**config.mk**
```make
export PLATFORM = sky130hd
export DESIGN_NAME = rx_byte_fifo
export DESIGN_NICKNAME = d
export VERILOG_FILES = /design/src/rtl/rx_byte_fifo.sv
export SDC_FILE = /design/constraint.sdc
export NUM_CORES = 1
export LEC_CHECK = 0
export ABC_AREA = 1
export CAP_MARGIN = 20
export CORE_MARGIN = 2
export CORE_UTILIZATION = 42
export CTS_CLUSTER_SIZE = 30
export DETAILED_ROUTE_END_ITERATION = 12
export PLACE_DENSITY = 0.68
export SLEW_MARGIN = 25
export SYNTH_ARGS = -nofsm -noshare
export SYNTH_HDL_FRONTEND = slang
export SYNTH_SLANG_ARGS = --single-unit
```
**constraint.sdc**
```tcl
create_clock -name clk -period 2.55 [get_ports clk]
set_clock_uncertainty 0.15 [all_clocks]
set_input_delay 0.3825 -clock clk [delete_from_list [all_inputs] [get_ports clk]]
set_output_delay 0.3825 -clock clk [all_outputs]
set_load 0.05 [all_outputs]
```
**src/rtl/rx_byte_fifo.sv**
```systemverilog
// rx_byte_fifo: byte FIFO sitting behind a serial-to-parallel receiver.
//
// Idle/comma bytes (8'hBC) are filtered at the write side. Reads are
// registered: an accepted pop presents the oldest byte on data_out one
// cycle later, together with a single-cycle valid_out pulse.
//
// Configuration macro:
//   RX_FIFO_ERR_EN - when defined, err becomes a sticky flag. It is set by a
//                    byte dropped on a full FIFO or by a pop on an empty FIFO,
//                    and it is cleared only by reset. When undefined, err is
//                    tied to 0.
//
// Handshake semantics:
//   valid_in/data_in : the producer offers one byte per cycle while valid_in
//                      is high. There is no backpressure, so a byte that
//                      cannot be stored is lost.
//   pop              : a read request. It is accepted only when fifo_empty=0
//                      and is silently ignored otherwise.
//   valid_out        : high for exactly the one cycle after an accepted pop.
//                      data_out holds that byte and then keeps it until the
//                      next accepted pop.

module rx_byte_fifo #(
    parameter int DEPTH     = 8,
    parameter int AF_THRESH = 6,
    parameter int AE_THRESH = 2
) (
    input  logic                       clk,
    input  logic                       reset,
    input  logic [7:0]                 data_in,
    input  logic                       valid_in,
    input  logic                       pop,
    output logic [7:0]                 data_out,
    output logic                       valid_out,
    output logic                       fifo_empty,
    output logic                       fifo_full,
    output logic                       almost_full,
    output logic                       almost_empty,
    output logic [$clog2(DEPTH):0]     count,
    output logic                       err
);

    localparam int AW = $clog2(DEPTH);
    localparam int CW = AW + 1;

    localparam logic [7:0]    IDLE_BYTE = 8'hBC;
    localparam logic [AW-1:0] PTR_ONE   = {{(AW-1){1'b0}}, 1'b1};
    localparam logic [CW-1:0] CNT_ONE   = {{(CW-1){1'b0}}, 1'b1};
    localparam logic [CW-1:0] CNT_FULL  = CW'(DEPTH);
    localparam logic [CW-1:0] CNT_AF    = CW'(AF_THRESH);
    localparam logic [CW-1:0] CNT_AE    = CW'(AE_THRESH);

    // Storage is never reset. After a reset the pointers are equal and
    // count is zero, so stale entries can no longer be read.
    logic [7:0]    mem_q [DEPTH];
    logic [7:0]    mem_d [DEPTH];

    logic [AW-1:0] wr_ptr_q, wr_ptr_d;
    logic [AW-1:0] rd_ptr_q, rd_ptr_d;
    logic [CW-1:0] count_q,  count_d;
    logic [7:0]    data_out_q, data_out_d;
    logic          valid_out_q, valid_out_d;

    logic          empty_w;
    logic          full_w;
    logic          push_req;
    logic          push_ok;
    logic          pop_ok;

    // Occupancy flags, decoded from the registered count only.
    always_comb begin
        empty_w      = (count_q == '0);
        full_w       = (count_q == CNT_FULL);
        fifo_empty   = empty_w;
        fifo_full    = full_w;
        almost_full  = (count_q >= CNT_AF);
        almost_empty = (count_q <= CNT_AE);
    end

    // Accept/reject decisions for the current cycle. A same-cycle pop
    // frees a slot on a full FIFO, but an empty FIFO never bypasses a
    // push straight to the read side.
    always_comb begin
        push_req = valid_in && (data_in != IDLE_BYTE);
        pop_ok   = pop && !empty_w;
        push_ok  = push_req && (!full_w || pop_ok);
    end

    // Next-state logic for the pointers, the count and the registered read port.
    always_comb begin
        wr_ptr_d    = wr_ptr_q;
        rd_ptr_d    = rd_ptr_q;
        count_d     = count_q;
        data_out_d  = data_out_q;
        valid_out_d = 1'b0;

        if (push_ok) begin
            wr_ptr_d = wr_ptr_q + PTR_ONE;
        end

        if (pop_ok) begin
            rd_ptr_d    = rd_ptr_q + PTR_ONE;
            data_out_d  = mem_q[rd_ptr_q];
            valid_out_d = 1'b1;
        end

        case ({push_ok, pop_ok})
            2'b10:   count_d = count_q + CNT_ONE;
            2'b01:   count_d = count_q - CNT_ONE;
            default: count_d = count_q;
        endcase
    end

    // Next-state logic for the storage array: write at the write pointer on an accepted push.
    always_comb begin
        for (int i = 0; i < DEPTH; i++) begin
            mem_d[i] = mem_q[i];
        end
        if (push_ok) begin
            mem_d[wr_ptr_q] = data_in;
        end
    end

    // Storage register without reset.
    always_ff @(posedge clk) begin
        for (int i = 0; i < DEPTH; i++) begin
            mem_q[i] <= mem_d[i];
        end
    end

    // Control register, asynchronously cleared by an active-low reset.
    always_ff @(posedge clk or negedge reset) begin
        if (!reset) begin
            wr_ptr_q    <= '0;
            rd_ptr_q    <= '0;
            count_q     <= '0;
            data_out_q  <= 8'h00;
            valid_out_q <= 1'b0;
        end else begin
            wr_ptr_q    <= wr_ptr_d;
            rd_ptr_q    <= rd_ptr_d;
            count_q     <= count_d;
            data_out_q  <= data_out_d;
            valid_out_q <= valid_out_d;
        end
    end

`ifdef RX_FIFO_ERR_EN
    logic err_q, err_d;
    logic drop_w;
    logic underflow_w;

    // Sticky error: set by a byte lost on a full FIFO or by a pop on an empty FIFO.
    always_comb begin
        drop_w      = push_req && full_w && !pop_ok;
        underflow_w = pop && empty_w;
        err_d       = err_q || drop_w || underflow_w;
    end

    // Error register, cleared only by reset.
    always_ff @(posedge clk or negedge reset) begin
        if (!reset) begin
            err_q <= 1'b0;
        end else begin
            err_q <= err_d;
        end
    end

    assign err = err_q;
`else
    assign err = 1'b0;
`endif

    assign data_out  = data_out_q;
    assign valid_out = valid_out_q;
    assign count     = count_q;

endmodule

```
==> summary.md <==
| Metric | Value |
|---|---|
| Gr usage total | `0.168` |
| Origin of the critical flop-to-flop path | `count[0]$_DFFE_PN0P_` |
| First-pass GRT wire length | `11200 um` |
| Async S/R FF share, synth | `0.229` |
| Port-buffer cells | `28` |
| Die Area | `9210 um^2` |
| Synth unique cells | `29` |
| Crit-path cells | `nor2_2 -> nand2_1 -> inv_1 -> clkdlybuf4s50_1` |
| Detailed-route DRC error count | `0` |
| Arr. time, crit path | `1.89 ns` |
| Clock Pin Slew Worst Setup and Hold Paths | `0.08 ns` |
| Setup TNS | `0 ns` |
| Clk sink count | `83` |
| Core footprint | `8220 um^2` |
| CP startpoint kind | `register` |
| First-pass iteration count of the detailed router | `4` |
| Final period utilization | `0.952` |
| Initial core utilization | `0.432` |
| Reg2reg end | `count[2]$_DFFE_PN0P_` |
| Initial DRC Count | `199` |
| Largest net degree at the start of global routing | `34` |
| Status | `complete, no violations` |
| CP max stage cell | `clkdlybuf4s50_1` |
| Critical path peak fanout | `7` |
| Post-synth top area cell | `edfxtp_1` |
| CP endpoint | `almost_empty` |
| Number of max-cap violations | `0` |
| Finished Cell Area | `4250 um^2` |
| CTS tree | `yes` |
| Routed Antenna Nets | `0` |
| Area post-placement | `4040 um^2` |
| WP data required | `2.02 ns` |
| Via density | `5.01` |
| Sequential cell area | `2400 um^2` |
| Die Height | `96.0 um` |
| CTS Buf Count | `9` |
| Fraction of layout instances using a drive strength above 1 | `0.128` |
| Final Hold Viols | `0` |
| Vias in the first global route | `2235` |
| Yosys warns | `0` |
| Syn_nets | `337` |
| H-tree depth | `3` |
| Cells after Synth | `320` |
| RSZ-0062 raised after global routing | `no` |
| I/O pin count | `30` |
| Footprint of the multi-input gates | `980 um^2` |
| Ranking of synthesized cells by area | `edfxtp_1 54%, dfrtp_1 13%, nor2_1 7.5%` |
| Class of the worst hold path | `in2async` |
| Worst-margin pin slew | `0.526 ns` |
| P per Cell Area | `1170 nW/um^2` |
| Avg WL per Cell | `15.0 um` |
| Skew-Pair Late Insertion Delay | `0.35 ns` |
| Syn Area/Cell | `11.1 um^2` |
| Max stage delay on crit path | `0.79 ns` |
| Area Overhead vs Synth | `19.5%` |
| Hpwl dp | `4670 um` |
| Via count | `2398` |
| Fmax | `412 MHz` |
| # Post-CTS Setup Buffers | `0` |
| Final Setup Violations | `0` |
| Top cells by count, synth | `71 x nor2_1, 64 x edfxtp_1, 41 x nand2_1` |
| Routed WL | `7210 um` |
| CTS Buffer Depth | `2` |
| Worst reg-to-reg path cell count | `10` |
| Std-Cell Rows | `33` |
| R2r setup slk | `0.35 ns` |
| Post-synth EDFFs | `64` |
| Min Tclk post-route | `2.43 ns` |
| Mapped cell area | `3550 um^2` |
| Total Nets Final | `386` |
| Max-Slew Margin vs Limit | `0.649` |
| Diode count | `0` |
| Tot Pwr | `4.95 mW` |
| Initial antenna violation count | `0` |
| Pleak | `1.69 nW` |
| Top cell type's share of synthesized area | `0.541` |
| Synthesized flop and latch total | `83` |
| Count leader, synth | `nor2_1` |
| Sequential element share of the synthesized area | `0.675` |
| CP Capture Type | `output pin` |
| Placer's final routability congestion estimate | `0.825` |
| Prevailing post-synth register cell | `edfxtp_1` |
| Die X | `96.0 um` |
| VDD IR max | `0.683 mV` |
| Global route total overflow | `0` |
| Fill count | `701` |
| Crit Path Category | `reg2out` |
| Root Driver | `clkbuf_8` |
| CP Launch Point | `count[2]$_DFFE_PN0P_` |
| Final slew viol count | `0` |
==> routing by layer <==
metal | vias to the layer above | part of all wire | global-route usage
met5 | - | 0 | 0
met2 | 48 | 0.49 | 0.276
li1 | 1186 | - | -
met1 | 1147 | 0.44 | 0.218
met4 | 0 | 0.026 | 0.0786
met3 | 17 | 0.044 | 0.0305
==> flip-flops by register name, summed over array words and instances (netlist names) <==
signal,cells
mem_q,64
data_out,8
count,4
rd_ptr_q,3
wr_ptr_q,3
valid_out,1
==> how the worst min path moves through the flow <==
stage | start | to | slack, ns | cells past startpoint
2_1_floorplan | reset | count[0]$_DFFE_PN0P_ | -0.06 | 0
3_3_place_gp | data_out[7]$_DFFE_PN0P_ | data_out[7]$_DFFE_PN0P_ | 0.32 | 2
3_5_place_dp | data_out[7]$_DFFE_PN0P_ | data_out[7]$_DFFE_PN0P_ | 0.32 | 2
4_1_cts | reset | rd_ptr_q[0]$_DFFE_PN0P_ | 0.23 | 2
5_1_grt | reset | data_out[5]$_DFFE_PN0P_ | 0.25 | 2
6_report | reset | rd_ptr_q[0]$_DFFE_PN0P_ | 0.22 | 2
==> power by group <==
group	leakage, nW	internal (mW)	switching (mW)
Combinational	0.782	0.690	1.36
Sequential	0.809	1.73	0.220
Clock	0.104	0.479	0.471
==> cells in the final DEF, fill, tap and decap left out <==
cell type,Yosys,routed
clkdlybuf4s50_1,0,25
or2_0,1,1
xnor2_1,3,3
nor2_1,71,71
a21oi_1,1,1
clkinv_1,1,2
buf_4,2,23
nand3_4,1,1
nand4_1,2,2
xor2_1,2,2
inv_1,15,15
dfrtp_1,19,19
bufinv_16,0,1
nand2_1,41,41
conb_1,1,1
nand2_2,1,1
ha_1,5,5
clkinv_4,0,3
clkbuf_8,0,10
nand3_1,27,27
o21ai_0,37,37
nor3_1,6,6
clkinv_2,0,1
a31oi_1,1,1
dlymetal6s2s_1,0,3
nor4_2,0,1
nand2_4,1,1
nor2_2,2,2
edfxtp_1,64,64
inv_4,1,1
o21ai_2,1,1
inv_2,2,2
==> stage by stage <==
step | std cells | hold slack (ns) | worst slack [ns] | util
after global routing | 479 | 0.246 | 0.0449 | 0.517
final | 479 | 0.216 | 0.123 | 0.517
after CTS | 479 | 0.225 | 0.0152 | 0.516
after detailed placement | 463 | 0.320 | 0.0199 | 0.491
after global placement | 463 | 0.316 | 0.0650 | 0.491
after floorplan | 320 | -0.0631 | 0.0587 | -
==> critical path, delay by kind of cell, from the launching register on <==
| family | cells | cell delay [ns] |
|---|---|---|
| buffers and inverters | 2 | 0.84 |
| DFF | 1 | 0.47 |
| and+or+nand+nor | 2 | 0.23 |
==> repair_timing <==
action / in CTS / in global routing
endpoints found under the setup margin: 0 / 3
hold buffers: 0 / 0
resized for setup: 0 / 3
==> cells by family (layout without fill, tap and decap cells) <==
logic type | Yosys count | count (layout) | synth area share
compound gates | 40 | 40 | 0.0578
simple gates | 154 | 154 | 0.185
fa+ha+maj | 5 | 5 | 0.0176
buf+inv | 32 | 86 | 0.0511
other cells | 1 | 1 | 0.00106
xor+xnor | 5 | 5 | 0.0123
flops | 83 | 83 | 0.675
==> area by class of cell <==
class,instances,area share
clock buffers,10,0.0324
repair buffers,51,0.108
inverters,19,0.0174
flip-flops and latches,83,0.565
multi-input cells,205,0.231
clock inverters,6,0.0153
well taps,105,0.0309
Note: power is estimated with default switching activity, not from simulation.
